==> src/rtl/bydin_src_param.sv <==
// Scanned-frame data source: a row/column address generator with fixed-latency read data, plus a periodic interrupt.
// Define BYDIN_LONG_PERIOD_EN to use the fixed 1 s interrupt period (40 MHz clk) instead of INT_PERIOD.
module bydin_src_param #(
  parameter int          DW         = 8,
  parameter int          MI_DEPTH   = 72,
  parameter int          K_DEPTH    = 224,
  parameter int          ROW_STRIDE = 240,
  parameter int          RD_LAT     = 4,
  parameter logic [21:0] INT_PERIOD = 22'h200
) (
  input  logic          clk,
  input  logic          reset_n,
  input  logic          mem_rd_ena,
  input  logic          scan_mode,
  output logic [DW-1:0] mem_data_out,
  output logic          mem_ena_out,
  output logic          frame_done,
  output logic          bydin_int
);

`ifdef BYDIN_LONG_PERIOD_EN
  localparam logic [21:0] PERIOD = 22'h2625A0;
`else
  localparam logic [21:0] PERIOD = INT_PERIOD;
`endif

  localparam int         PL      = RD_LAT - 1;
  localparam logic [8:0] ROW_MAX = 9'(MI_DEPTH - 1);
  localparam logic [7:0] COL_MAX = 8'(K_DEPTH - 1);

  logic [8:0]  row;
  logic [7:0]  col;
  logic        mode_q;
  logic        at_start;
  logic        cur_mode;
  logic        row_last;
  logic        col_last;
  logic [16:0] addr_c;

  logic          a_v;
  logic          a_last;
  logic [16:0]   a_addr;
  logic [DW-1:0] data_c;
  logic          unused_addr_bit;

  logic          pipe_v    [PL];
  logic          pipe_last [PL];
  logic [DW-1:0] pipe_d    [PL];

  logic [3:0]  prescale;
  logic        tick;
  logic [21:0] tick_cnt;

  assign at_start = (row == 9'd0) && (col == 8'd0);
  assign row_last = (row == ROW_MAX);
  assign col_last = (col == COL_MAX);
  // Scan order is only re-read at frame start, so a mid-frame change waits for the wrap.
  assign cur_mode = at_start ? scan_mode : mode_q;
  assign addr_c   = 17'(row) * 17'(ROW_STRIDE) + 17'(col);

  // NOTE: sequential state is always updated with non-blocking assignments so every
  // register samples the pre-edge values of the others, regardless of block order.
  always_ff @(posedge clk or negedge reset_n) begin
    if (!reset_n) begin
      row    <= '0;
      col    <= '0;
      mode_q <= 1'b0;
    end else if (mem_rd_ena) begin
      if (at_start) mode_q <= scan_mode;
      if (!cur_mode) begin
        if (row_last) begin
          row <= '0;
          col <= col_last ? 8'd0 : col + 8'd1;
        end else begin
          row <= row + 9'd1;
        end
      end else begin
        if (col_last) begin
          col <= '0;
          row <= row_last ? 9'd0 : row + 9'd1;
        end else begin
          col <= col + 8'd1;
        end
      end
    end
  end

  // Address stage: captures the pre-increment counters of the accepted request.
  always_ff @(posedge clk or negedge reset_n) begin
    if (!reset_n) begin
      a_v    <= 1'b0;
      a_last <= 1'b0;
      a_addr <= '0;
    end else begin
      a_v    <= mem_rd_ena;
      a_last <= mem_rd_ena && row_last && col_last;
      if (mem_rd_ena) a_addr <= addr_c;
    end
  end

  // NOTE: every combinational output gets a default first, so no path can infer a latch.
  always_comb begin
    data_c      = '0;
    data_c[7:0] = a_addr[16:9] ^ a_addr[7:0];
    for (int i = 8; i < DW; i++) data_c[i] = a_addr[i+1];
  end

  assign unused_addr_bit = a_addr[8];

  // NOTE: the pipeline arrays are reset too, so in-flight requests vanish on reset.
  always_ff @(posedge clk or negedge reset_n) begin
    if (!reset_n) begin
      for (int i = 0; i < PL; i++) begin
        pipe_v[i]    <= 1'b0;
        pipe_last[i] <= 1'b0;
        pipe_d[i]    <= '0;
      end
    end else begin
      pipe_v[0]    <= a_v;
      pipe_last[0] <= a_last;
      pipe_d[0]    <= data_c;
      for (int i = 1; i < PL; i++) begin
        pipe_v[i]    <= pipe_v[i-1];
        pipe_last[i] <= pipe_last[i-1];
        pipe_d[i]    <= pipe_d[i-1];
      end
    end
  end

  always_ff @(posedge clk or negedge reset_n) begin
    if (!reset_n) begin
      mem_ena_out  <= 1'b0;
      frame_done   <= 1'b0;
      mem_data_out <= '0;
    end else begin
      mem_ena_out <= pipe_v[PL-1];
      frame_done  <= pipe_v[PL-1] && pipe_last[PL-1];
      if (pipe_v[PL-1]) mem_data_out <= pipe_d[PL-1];
    end
  end

  // Interrupt timebase: the prescaler wrap is a clock enable, never a derived clock.
  assign tick = (prescale == 4'hF);

  always_ff @(posedge clk or negedge reset_n) begin
    if (!reset_n) begin
      prescale  <= '0;
      tick_cnt  <= '0;
      bydin_int <= 1'b0;
    end else begin
      prescale  <= prescale + 4'd1;
      bydin_int <= tick && (tick_cnt == PERIOD);
      if (tick) tick_cnt <= (tick_cnt == PERIOD) ? 22'd0 : tick_cnt + 22'd1;
    end
  end

endmodule

==> config.mk <==
export PLATFORM = sky130hd
export DESIGN_NAME = bydin_src_param
export DESIGN_NICKNAME = d
export VERILOG_FILES = /design/src/rtl/bydin_src_param.sv
export SDC_FILE = /design/constraint.sdc
export NUM_CORES = 1
export LEC_CHECK = 0
export ABC_AREA = 0
export CORE_UTILIZATION = 35
export CTS_CLUSTER_SIZE = 10
export DETAILED_ROUTE_END_ITERATION = 8
export GPL_ROUTABILITY_DRIVEN = 0
export HOLD_SLACK_MARGIN = 0.08
export PLACE_DENSITY_LB_ADDON = 0.2
export SYNTH_ARGS = -nofsm -noshare
export SYNTH_HDL_FRONTEND = slang
export SYNTH_SLANG_ARGS = --single-unit
==> constraint.sdc <==
create_clock -name clk -period 5.6 [get_ports clk]
set_input_delay 1.68 -clock clk [delete_from_list [all_inputs] [get_ports clk]]
set_output_delay 1.68 -clock clk [all_outputs]
set_load 0.005 [all_outputs]
# Yosys cells after proc, flatten, opt, wreduce, memory -nomap -nowiden
# Index checks and enable logic that the tools add are counted.
[totals]
register_bits = 104
wordCells = 51
out_inout_bits = 11
in_bits = 4
[op_classes]
eq_ne = 5
mux = 8
n_mul = 1
addsub = 5
n_bitwise = 1
reduce_logical = 10
[op_table]
columns = ["cell", "count"]
rows = [
  ["$mux W9", 3],
  ["$mux W8", 3],
  ["$add A22 B1 Y22 const B", 1],
  ["$eq A22 B10 Y1 const B", 1],
  ["$mux W22", 1],
  ["$add A17 B8 Y17", 1],
  ["$mul A9 B4 Y13 const B", 1],
  ["$add A9 B1 Y9 const B", 1],
  ["$eq A9 B7 Y1 const B", 1],
  ["$logic_not A9 Y1", 1],
  ["$add A8 B1 Y8 const B", 1],
  ["$eq A8 B8 Y1 const B", 1],
  ["$logic_not A8 Y1", 1],
  ["$xor A8 B8 Y8", 1],
  ["$logic_and A1 B1 Y1", 5],
  ["$add A4 B1 Y4 const B", 1],
  ["$eq A4 B4 Y1 const B", 1],
  ["$reduce_and A2 Y1", 2],
  ["$ne A2 B1 Y1 const B", 1],
  ["$reduce_bool A2 Y1", 1],
  ["$mux W1", 1],
]

# Logic depth before layout (Yosys ltp)
[logic_depth]
ltp_word = 5
ltp_mapped = 13
ltp_nobuf = 12

# Least setup slack after synthesis
# Ideal clock, no wire load.
[synth_timing]
path_kind = "flip-flop to flip-flop"
start = "register row[6]"
end = "register a_addr[16]"
setup_slack_ps = 1649
synth_period_minus_slack_ps = 3951
arrival_ps = 3825
t_required_ps = 5474
path_buffers = 0
setup_time_ps = 126
stages_incl_launch_ff = 12
cell_sequence = "dfrtp_1 -> inv_1 -> fa_1 -> fa_1 -> inv_1 -> ha_1 -> or3_1 -> o221a_1 -> or4b_4 -> and3_1 -> or3_1 -> a221o_1"
[synth_between]
elab_chain_cells = 2
[synth_lines]
columns = ["element", "line_no", "source"]
rows = [
  ["start, declared", "31", "logic [8:0] row;"],
  ["start signal, assigned", "75", "row <= row + 9'd1;"],
  ["start signal, assigned", "80", "row <= row_last ? 9'd0 : row + 9'd1;"],
  ["$mul A9 B4 Y13", "59", "assign addr_c = 17'(row) * 17'(ROW_STRIDE) + 17'(col);"],
  ["$add A17 B8 Y17", "59", ""],
  ["end signal, assigned", "97", "if (mem_rd_ena) a_addr <= addr_c;"],
  ["end, declared", "42", "logic [16:0] a_addr;"],
]
# Every way passes these cells.
# A chain may end at the register's enable or synchronous reset.

# Worst setup path after layout
# Same ends and word-level chain as after synthesis.

==> Implementation_results.wiki <==
{| class="wikitable"
! Metric !! Value
|-
| Total nets after synthesis || 540
|-
| CP Capture Type || flip-flop
|-
| Parity-gate share of the synthesized area counting xor and xnor cells || 7.82%
|-
| Cell Rows || 44
|-
| Filler cells || 1416
|-
| X dimension of the die || 126 um
|-
| Flip-flop and latch area || 0.00258 mm^2
|-
| Detailed-placement wirelength estimate || 6570 um
|-
| Final setup violating endpoints || 0
|-
| Share of the synthesized area in the top cell type || 48.0%
|-
| Stage delay of the slowest cell on the critical path || 0.51 ns
|-
| Number of optimization iterations in the first detailed-route pass || 4
|-
| Leading cell type in the layout, fill and taps excluded || sky130_fd_sc_hd__dfrtp_1
|-
| Flip-flop and latch count after synthesis || 103
|-
| Most frequent cells in the layout || 103 x sky130_fd_sc_hd__dfrtp_1, 42 x sky130_fd_sc_hd__inv_1, 38 x sky130_fd_sc_hd__ha_1
|-
| Max-cap violation count || 0
|-
| CTS buffer count || 9
|-
| Syn Std Cell Area || 0.00537 mm^2
|-
| Overall routing resource usage || 12.5%
|-
| CTS tree || yes
|-
| Via total after detailed routing || 3317
|-
| IO Port Bufs || 14
|-
| Leftover overflow at the end of global routing || 0
|-
| Hold/Removal Path Class || reg -> reg
|-
| Resized Gates After CTS || 0
|-
| Area fraction in and, or, nand and nor cells after synthesis || 14.6%
|-
| Area enclosed by the die boundary || 0.0159 mm^2
|-
| Slowest stage cell on the critical path || sky130_fd_sc_hd__fa_1
|-
| Hold Crit Depth || 0
|-
| Largest net degree at the start of global routing || 79
|-
| Compound-cell area share of the yosys netlist || 7.05%
|-
| CTS clk-pin slew, worst paths || 0.07 ns
|-
| Hold slack final || 0.347 ns
|-
| Arrival time reported for the critical path endpoint || 4.35 ns
|-
| Cells after Synth || 482
|-
| Setup slack of the worst register-to-register path || 1.48 ns
|-
| Result of the run || completed
|-
| Hold path start || pipe_d[20]
|-
| Number of nets in the layout || 560
|-
| Unrepaired setup endpoints after global routing || false
|-
| Initial antenna violation count || 0
|-
| Total of hold buffers inserted after clock tree synthesis || 0
|-
| Fin Setup TNS || 0 ns
|-
| Height of the chip || 126 um
|-
| Number of enable-type register cells in the synthesized netlist || 0
|-
| Slew @ Worst Pin || 0.951 ns
|-
| Main combinational cell family by area after synthesis || adder cells
|-
| Via density || 4.80
|-
| Share of synthesized cell area in full adder, half adder and majority cells || 14.8%
|-
| Area of combinational cells with multiple inputs || 0.00259 mm^2
|-
| Final period utilization || 73.6%
|-
| Residual antenna-violating net count after detailed routing || 0
|-
| Endpoint, Worst Hold || pipe_d[12]
|-
| Area growth syn-to-layout || 11.9%
|-
| Antenna Diode Count || 0
|-
| Type of element launching the critical path || flip-flop
|-
| Number of H-tree levels || 3
|-
| Maximum fanout count along the critical path || 7
|-
| Share of layout cells above drive strength 1 || 8.88%
|-
| Top_reg_cell synth || sky130_fd_sc_hd__dfrtp_1
|-
| Seq/Total Area, Yosys || 48.0%
|-
| Endpoint required time on the critical path || 5.83 ns
|-
| Wire length after detailed routing || 8880 um
|-
| Count of routing violations after the opening detailed-route iteration || 164
|-
| Total setup buffers inserted after CTS || 0
|-
| Critical path type || reg -> reg
|-
| Final count of hold timing violations || 0
|-
| Final worst clock skew || 0.00899 ns
|-
| Standard cell core area || 0.0148 mm^2
|-
| Initial core utilization || 36.4%
|-
| YS warnings || 0
|-
| Final critical path time including I/O delays and setup || 4.12 ns
|-
| Pins Over Slew Limit || 0
|-
| Ys async rst share || 100%
|-
| Reg2reg end || a_addr[16]
|-
| Total number of clock tree sinks || 103
|-
| Non-filler instance count after layout || 691
|-
| Residual DRC || 0
|-
| Most area-hungry cell type in the Yosys netlist || sky130_fd_sc_hd__dfrtp_1
|-
| Insertion delay of the later-clocked pin in the worst-skew pair || 0.35 ns
|-
| Post-synthesis average cell area || 11.1 um^2
|-
| Vias in the first global route || 3316
|-
| Portion of netlist area occupied by mux cells || 3.93%
|-
| Depth of the most critical reg-to-reg path || 11
|-
| Number of primary I/O pins || 15
|-
| FF-to-FF Start || row[6]
|-
| Placed cell count || 675
|-
| Buffer depth of the longest clock path || 2
|-
| Average routed wire per standard cell || 12.9 um
|-
| Leading post-synthesis cells by cell area || sky130_fd_sc_hd__dfrtp_1 48%, sky130_fd_sc_hd__ha_1 8.8%, sky130_fd_sc_hd__fa_1 6.0%
|-
| Global-route wire length before repair || 15800 um
|-
| Fmax || 243 MHz
|-
| Cells along the critical path || inv_1 -> fa_1 -> fa_1 -> inv_1 -> ha_1 -> or3_1 -> o221a_1 -> or4b_4 -> and3_1 -> or3_1 -> a221o_1
|-
| Clock root buffer master || sky130_fd_sc_hd__clkbuf_16
|-
| Slew margin rel. || 36.6%
|-
| Count of cell types in the netlist || 53
|}
-- cell usage after synthesis (all sizes together) (15+ instances only) --
cell type / number
a21oi: 17
dfrtp: 103
fa: 16
ha: 38
inv: 43
mux2: 17
nand2: 28
nand3: 20
nor2: 37
o21ai: 15
xnor2: 29
xor2: 19
-- metrics by stage --
step | utilization, % | setup WS (ns) | instance area [um^2]
after floorplan | - | 1.65 | 5370
after global placement | 38.7 | 1.54 | 5720
after detailed placement | 38.7 | 1.49 | 5720
after CTS | 40.8 | 1.47 | 6010
after global routing | 40.8 | 1.23 | 6010
final | 40.8 | 1.48 | 6010
-- layer usage --
layer | wire length [um] | vias to the layer above | global-route usage [%]
met4 | 127 | 0 | 4.18
met2 | 4010 | 35 | 18.9
met1 | 4480 | 1597 | 17.3
met3 | 260 | 10 | 3.48
met5 | 0 | - | 0
li1 | - | 1675 | -
-- area by class of cell --
type / instances / area share (%)
clock inverter: 6 / 1.14
timing repair buffer: 16 / 2.54
clock buffer: 10 / 3.81
sequential: 103 / 42.9
multi-input combinational: 329 / 43.1
tap: 184 / 3.83
inverter: 43 / 2.68
-- sequential cells by signal, summed over array words and instances (netlist names), 3 cells and up --
register      flops
row               9
a_addr           16
col               8
pipe_d           24
tick_cnt         22
prescale          4
pipe_last         3
pipe_v            3
mem_data_out      8
-- critical path, delay by kind of cell, from the launching register on --
family	cells	cell delay [ns]
compound gates	2	0.54
simple gates	4	1.43
flops	1	0.42
fa+ha+maj	3	1.26
buf+inv	2	0.35
-- worst max path at each step --
| stage | startpoint | to | slack, ns | cells past startpoint |
|---|---|---|---|---|
| 6_report | row[6] | a_addr[16] | 1.48 | 11 |
| 3_5_place_dp | row[6] | a_addr[16] | 1.49 | 11 |
| 4_1_cts | row[6] | a_addr[16] | 1.47 | 11 |
| 3_3_place_gp | row[6] | a_addr[16] | 1.54 | 11 |
| 5_1_grt | row[3] | a_addr[16] | 1.23 | 12 |
| 2_1_floorplan | row[6] | a_addr[16] | 1.65 | 11 |
-- cell families (layout without fill, tap and decap cells) --
| group | count (synthesis) | after routing |
|---|---|---|
| AO/OA/AOI/OAI | 59 | 59 |
| XOR/XNOR | 48 | 48 |
| adder cells (fa/ha/maj) | 54 | 54 |
| buffers and inverters | 50 | 75 |
| flip-flops | 103 | 103 |
| multiplexers | 19 | 19 |
| AND/OR/NAND/NOR | 149 | 149 |
Power is not shown: default switching activity piles up to over one toggle a cycle in this logic, so the estimate is an artifact.
